`src/rtl/led_view_ctrl_pkg.sv`:
```
// ----------------------------------------------------------------------------
// led_view_pkg
// Shared types and helpers for the LED view sequencer.
//   view_t     : the three legal view-select codes driven to the LED mux
//   next_view  : DATA0 -> NIBBLE -> FULL -> DATA0 advance order
//   to_view    : maps a raw 2-bit code onto a legal view (11 folds to DATA0)
// ----------------------------------------------------------------------------
package led_view_pkg;

    typedef enum logic [1:0] {
        VIEW_DATA0  = 2'b00,
        VIEW_NIBBLE = 2'b01,
        VIEW_FULL   = 2'b10
    } view_t;

    // Step to the following view, wrapping from FULL back to DATA0.
    function automatic view_t next_view(input view_t v);
        case (v)
            VIEW_DATA0:  next_view = VIEW_NIBBLE;
            VIEW_NIBBLE: next_view = VIEW_FULL;
            default:     next_view = VIEW_DATA0;
        endcase
    endfunction

    // The unused code 11 has no view behind it, so it falls back to DATA0
    // rather than ever being driven onto the mux select.
    function automatic view_t to_view(input logic [1:0] code);
        case (code)
            2'b01:   to_view = VIEW_NIBBLE;
            2'b10:   to_view = VIEW_FULL;
            default: to_view = VIEW_DATA0;
        endcase
    endfunction

endpackage

```
`src/rtl/led_view_ctrl_btn_debouncer.sv`:
```
// ----------------------------------------------------------------------------
// btn_debouncer
// Synchronizes a raw pushbutton, filters contact bounce and emits a
// single-cycle pulse on each accepted rising edge.
// Ports:
//   clk     in   system clock
//   reset   in   synchronous, active-high reset
//   btn_in  in   raw asynchronous button level
//   level   out  debounced button level
//   press   out  one-cycle pulse when the debounced level rises
// ----------------------------------------------------------------------------
module btn_debouncer #(
    parameter int DEBOUNCE_CYCLES = 1_000_000
) (
    input  logic clk,
    input  logic reset,
    input  logic btn_in,
    output logic level,
    output logic press
);

    localparam int CNT_W = (DEBOUNCE_CYCLES > 1) ? $clog2(DEBOUNCE_CYCLES) : 1;
    localparam logic [CNT_W-1:0] CNT_LAST = CNT_W'(DEBOUNCE_CYCLES - 1);

    logic             s1_q;
    logic             s2_q;
    logic             level_q;
    logic             level_d;
    logic             level_dly_q;
    logic [CNT_W-1:0] cnt_q;
    logic [CNT_W-1:0] cnt_d;

    // The counter only runs while the synchronized input disagrees with the
    // accepted level; any agreement restarts the stability window, so a
    // glitch shorter than the window never reaches the terminal count.
    always_comb begin
        level_d = level_q;
        cnt_d   = '0;
        if (s2_q != level_q) begin
            if (cnt_q == CNT_LAST) begin
                level_d = s2_q;
                cnt_d   = '0;
            end else begin
                cnt_d = cnt_q + 1'b1;
            end
        end
    end

    // Two-flop synchronizer, debounce state and a delayed copy of the
    // level used for rising-edge detection.
    always_ff @(posedge clk) begin
        if (reset) begin
            s1_q        <= 1'b0;
            s2_q        <= 1'b0;
            level_q     <= 1'b0;
            level_dly_q <= 1'b0;
            cnt_q       <= '0;
        end else begin
            s1_q        <= btn_in;
            s2_q        <= s1_q;
            level_q     <= level_d;
            level_dly_q <= level_q;
            cnt_q       <= cnt_d;
        end
    end

    // Only the press edge advances the view; release is ignored.
    assign press = level_q & ~level_dly_q;
    assign level = level_q;

endmodule

```
`src/rtl/led_view_ctrl.sv`:
```
// ----------------------------------------------------------------------------
// led_view_ctrl
// Sequencer for the 2-bit view select of the 16-LED output mux. Views cycle
// DATA0 -> NIBBLE -> FULL from a direct switch load, a debounced "next"
// button, or an auto-rotate dwell timer, in that priority; hold freezes it.
// Ports:
//   clk           in   system clock
//   reset         in   synchronous, active-high reset
//   btn_next      in   raw pushbutton, active-high
//   auto_en       in   enable auto-rotate
//   hold          in   freeze current view, discard advance sources
//   load          in   single-cycle strobe to load view from load_view
//   load_view     in   requested view code (11 treated as 00)
//   sel           out  view select: 00 data0, 01 nibble, 10 full
//   view_changed  out  one-cycle pulse when a new sel value first appears
// ----------------------------------------------------------------------------
module led_view_ctrl
    import led_view_pkg::*;
#(
    parameter int DEBOUNCE_CYCLES = 1_000_000,
    parameter int AUTO_PERIOD     = 200_000_000
) (
    input  logic       clk,
    input  logic       reset,
    input  logic       btn_next,
    input  logic       auto_en,
    input  logic       hold,
    input  logic       load,
    input  logic [1:0] load_view,
    output logic [1:0] sel,
    output logic       view_changed
);

    localparam int DW = (AUTO_PERIOD > 1) ? $clog2(AUTO_PERIOD) : 1;
    localparam logic [DW-1:0] DWELL_LAST = DW'(AUTO_PERIOD - 1);

    view_t         view_q;
    view_t         view_d;
    view_t         load_target;
    logic [DW-1:0] dwell_q;
    logic [DW-1:0] dwell_d;
    logic          changed_q;
    logic          changed_d;
    logic          btn_press;
    logic          btn_level;
    logic          auto_tick;
    logic          unused_btn_level;

    btn_debouncer #(
        .DEBOUNCE_CYCLES(DEBOUNCE_CYCLES)
    ) u_btn_debouncer (
        .clk    (clk),
        .reset  (reset),
        .btn_in (btn_next),
        .level  (btn_level),
        .press  (btn_press)
    );

    // The debounced level is exported by the debouncer for board-level
    // indication; the sequencer itself only reacts to the press pulse.
    assign unused_btn_level = btn_level;

    assign load_target = to_view(load_view);
    assign auto_tick   = auto_en && (dwell_q == DWELL_LAST);

    // hold wins outright and leaves the dwell count frozen, so a tick that
    // was due resumes as soon as hold drops. A press coinciding with a tick
    // shares one advance because both feed the same branch.
    always_comb begin
        view_d    = view_q;
        dwell_d   = dwell_q;
        changed_d = 1'b0;
        if (!hold) begin
            if (load) begin
                view_d    = load_target;
                dwell_d   = '0;
                changed_d = (load_target != view_q);
            end else if (btn_press || auto_tick) begin
                view_d    = next_view(view_q);
                dwell_d   = '0;
                changed_d = 1'b1;
            end else if (auto_en) begin
                dwell_d = dwell_q + 1'b1;
            end else begin
                dwell_d = '0;
            end
        end
    end

    // view_changed is registered alongside the view so it lines up with
    // the first cycle the new select is visible.
    always_ff @(posedge clk) begin
        if (reset) begin
            view_q    <= VIEW_DATA0;
            dwell_q   <= '0;
            changed_q <= 1'b0;
        end else begin
            view_q    <= view_d;
            dwell_q   <= dwell_d;
            changed_q <= changed_d;
        end
    end

    assign sel          = view_q;
    assign view_changed = changed_q;

endmodule

```
`config.mk`:
```
export PLATFORM = sky130hd
export DESIGN_NAME = led_view_ctrl
export DESIGN_NICKNAME = d
export VERILOG_FILES = /design/src/rtl/led_view_ctrl_pkg.sv /design/src/rtl/led_view_ctrl_btn_debouncer.sv /design/src/rtl/led_view_ctrl.sv
export SDC_FILE = /design/constraint.sdc
export NUM_CORES = 1
export LEC_CHECK = 0
export ABC_CLOCK_PERIOD_IN_PS = 2600
export BUFFER_PORTS_ARGS = -buffer_cell sky130_fd_sc_hd__buf_2
export CAP_MARGIN = 20
export CORE_MARGIN = 2
export CORE_UTILIZATION = 60
export DETAILED_ROUTE_END_ITERATION = 8
export GPL_ROUTABILITY_DRIVEN = 0
export GPL_TIMING_DRIVEN = 0
export PLACE_DENSITY = 0.77
export SYNTH_ARGS = -nofsm -noshare
export SYNTH_HDL_FRONTEND = slang
export SYNTH_SLANG_ARGS = --single-unit
```
`constraint.sdc`:
```
create_clock -name clk -period 2.6 [get_ports clk]
set_input_delay 0.39 -clock clk [delete_from_list [all_inputs] [get_ports clk]]
set_output_delay 0.39 -clock clk [all_outputs]
set_load 0.05 [all_outputs]
```
==> results.json <==
{
  "post-route-min-period_ns": 2.437,
  "synth_warnings": 0,
  "drc": 0,
  "tightest_slew_ns": 0.8848,
  "setup_viol": 0,
  "dieWidth_um": 71.26,
  "drt_iter0_drc": 136,
  "die_h_um": 71.26,
  "hold_depth": 2,
  "ctsLongestPathBuffers": 2,
  "maxCapViolCount": 0,
  "vias": 2335,
  "cp-end-kind": "flop",
  "setup-tns-final_ns": 0,
  "ys_ff_latch": 55,
  "final_layout_size_suffix_gt1_frac": 0.08902,
  "synth_commonest_cells": "dfxtp_1, nor2_1, nand2_1",
  "leakage_nw": 0.9604,
  "ir_worst_vdd_uv": 320.7,
  "num-fill-cells": 387,
  "synth_area_leaders": "dfxtp_1, nor2_1, xnor2_1",
  "critical_path_required_ns": 2.80,
  "syn_nets": 331,
  "die-area_um2": 5077,
  "relSlewSlack": 0.4024,
  "timing.hold.ws_ns": 0.2848,
  "arrival_ns": 2.63,
  "place_hpwl_um": 4024,
  "synth_cells": 321,
  "min_period_over_period": 0.9372,
  "ant_nets": 0,
  "rows": 24,
  "wl_per_cell_um": 14.87,
  "multi_input_area_um2": 1491,
  "clk-insertion-delay-late_ns": 0.31,
  "grt_pass1_vias": 2276,
  "synth.top_cell.area_share": 0.4057,
  "synth_edf_count": 0,
  "syn2layout_area_growth_pct": 7.146,
  "post-cts-setup-buffer-count": 0,
  "slew_viol_final": 0,
  "cts_made_buffers": 5,
  "cts.sinks": 55,
  "grt_pass1_wl_um": 10010,
  "grt_antenna_before_repair": 0,
  "htree_levels": 2,
  "seq_area_um2": 1101,
  "async_flop_share": 0,
  "grt_max_degree": 18,
  "yosysUniqueCellTypes": 47,
  "path_class": "flop to flop",
  "post_cts_resize_count": 0,
  "rr_worst_depth": 7,
  "ys_seq_area_frac": 0.4057,
  "num_antenna_cells": 0,
  "port_buffers": 8,
  "finalWirelength_um": 5783,
  "ys.flop_type": "dfxtp_1",
  "cp_max_fo": 8,
  "rsz0062_at_grt": "false",
  "clock_skew_ns": 0.004877,
  "synth.most_common_cell": "dfxtp_1",
  "synth.avg_cell_area_um2": 8.454,
  "cts_tree": "done",
  "status": "finished, final reports clean",
  "powerDensity_nw_per_um2": 481.7,
  "finalHoldViolCount": 0,
  "max_freq_mhz": 410.4,
  "io_pins": 11,
  "viasPerCell": 6.003,
  "hp-class": "input pin to flop",
  "track_usage": 0.2462,
  "core_um2": 4354,
  "finalPower_mw": 1.401,
  "syn_area_um2": 2714,
  "start_util": 0.6233,
  "path_clk_slew_ns": 0.10,
  "grt-ovfl-total": 0,
  "yosys.area.top_type": "dfxtp_1",
  "drtPass1Iterations": 4,
  "hold_buffers": 0,
  "finalNetCount": 346,
  "cts-root-buf": "clkbuf_8",
  "start_kind": "flop"
}
layout make-up:
class,count,share of cell area
plain buffers,19,0.03399
clock buffers,6,0.02496
clock inverters,2,0.005594
inverters,6,0.007745
multi-input cells,241,0.5129
flip-flops and latches,55,0.3787
well taps,52,0.02238
repair buffers,8,0.01377
layer usage:
metal	vias to the layer above	part of all wire	global-route usage
li1	1192	-	-
met1	1095	0.47	0.3158
met2	42	0.49	0.4095
met3	6	0.032	0.04219
met4	0	0.014	0.1048
met5	-	0	0
placed cells by master, fill, tap and decap left out, drive strengths merged, types with 2 or more instances in the layout:
cell type  instances
o31ai              5
buf               15
and4               7
nand2b             2
and2               7
a41oi              3
a31o               4
a22o               5
nand3             22
o311a              2
a31oi              7
or3                2
nor2              38
o21bai             2
or4                2
inv                7
o21ai             13
nor3               4
nand2             27
dfxtp             55
o41ai              3
nor2b              7
xor2              11
xnor2             15
and3               8
nand3b             2
nor3b              2
a21oi              5
mux2i              4
nor4               6
nand4             15
ha                 2
clkbuf            18
flip-flops by register name, indices dropped and copies added, names as in the netlist:
register / cells
sel: 2
u_btn_debouncer.cnt_q: 20
dwell_q: 28
u_btn_debouncer.level: 1
u_btn_debouncer.level_dly_q: 1
u_btn_debouncer.s1_q: 1
view_changed: 1
u_btn_debouncer.s2_q: 1
stage by stage:
stage                     setup slack, ns  area [µm²]  utilization  instances
final                              0.1632        2908       0.6678        389
after global routing              0.02647        2908       0.6678        389
after CTS                          0.1875        2908       0.6678        389
after detailed placement           0.2167        2819       0.6474        381
after global placement             0.3022        2819       0.6474        381
after floorplan                    0.5911        2714            -        321
worst paths after layout:
check	from	to	slack (ns)
max	dwell_q[0]	sel[0]	0.16
min	btn_next	u_btn_debouncer.s1_q	0.28
min reg2reg	u_btn_debouncer.s1_q	u_btn_debouncer.s2_q	0.44
max reg2reg	dwell_q[0]	sel[0]	0.16
kinds of logic (layout without fill, tap and decap cells):
family | after synthesis | in the layout | share of synthesized area
simple gates | 155 | 155 | 0.3015
flops | 55 | 55 | 0.4057
compound gates | 54 | 54 | 0.1402
xor+xnor | 26 | 26 | 0.08391
buf+inv | 25 | 41 | 0.04472
mux | 4 | 4 | 0.01475
fa+ha+maj | 2 | 2 | 0.009219
where the power goes:
group | internal [mW] | total, mW | leakage, nW | switching (mW)
clock | 0.194 | 0.476 | 0.0418 | 0.282
combinational | 0.0264 | 0.0731 | 0.475 | 0.0467
sequential | 0.847 | 0.852 | 0.444 | 0.00481
total | 1.07 | 1.40 | 0.960 | 0.333
critical path, cell delays in order (launching register included):
cell and delay, ns:
dfxtp_1 0.40, ha_1 0.21, and3_1 0.16, clkbuf_2 0.18, nand4_1 0.18, o41ai_1 0.85
o311a_1 0.29, nor3_1 0.04
(Power assumes the default switching activity.)
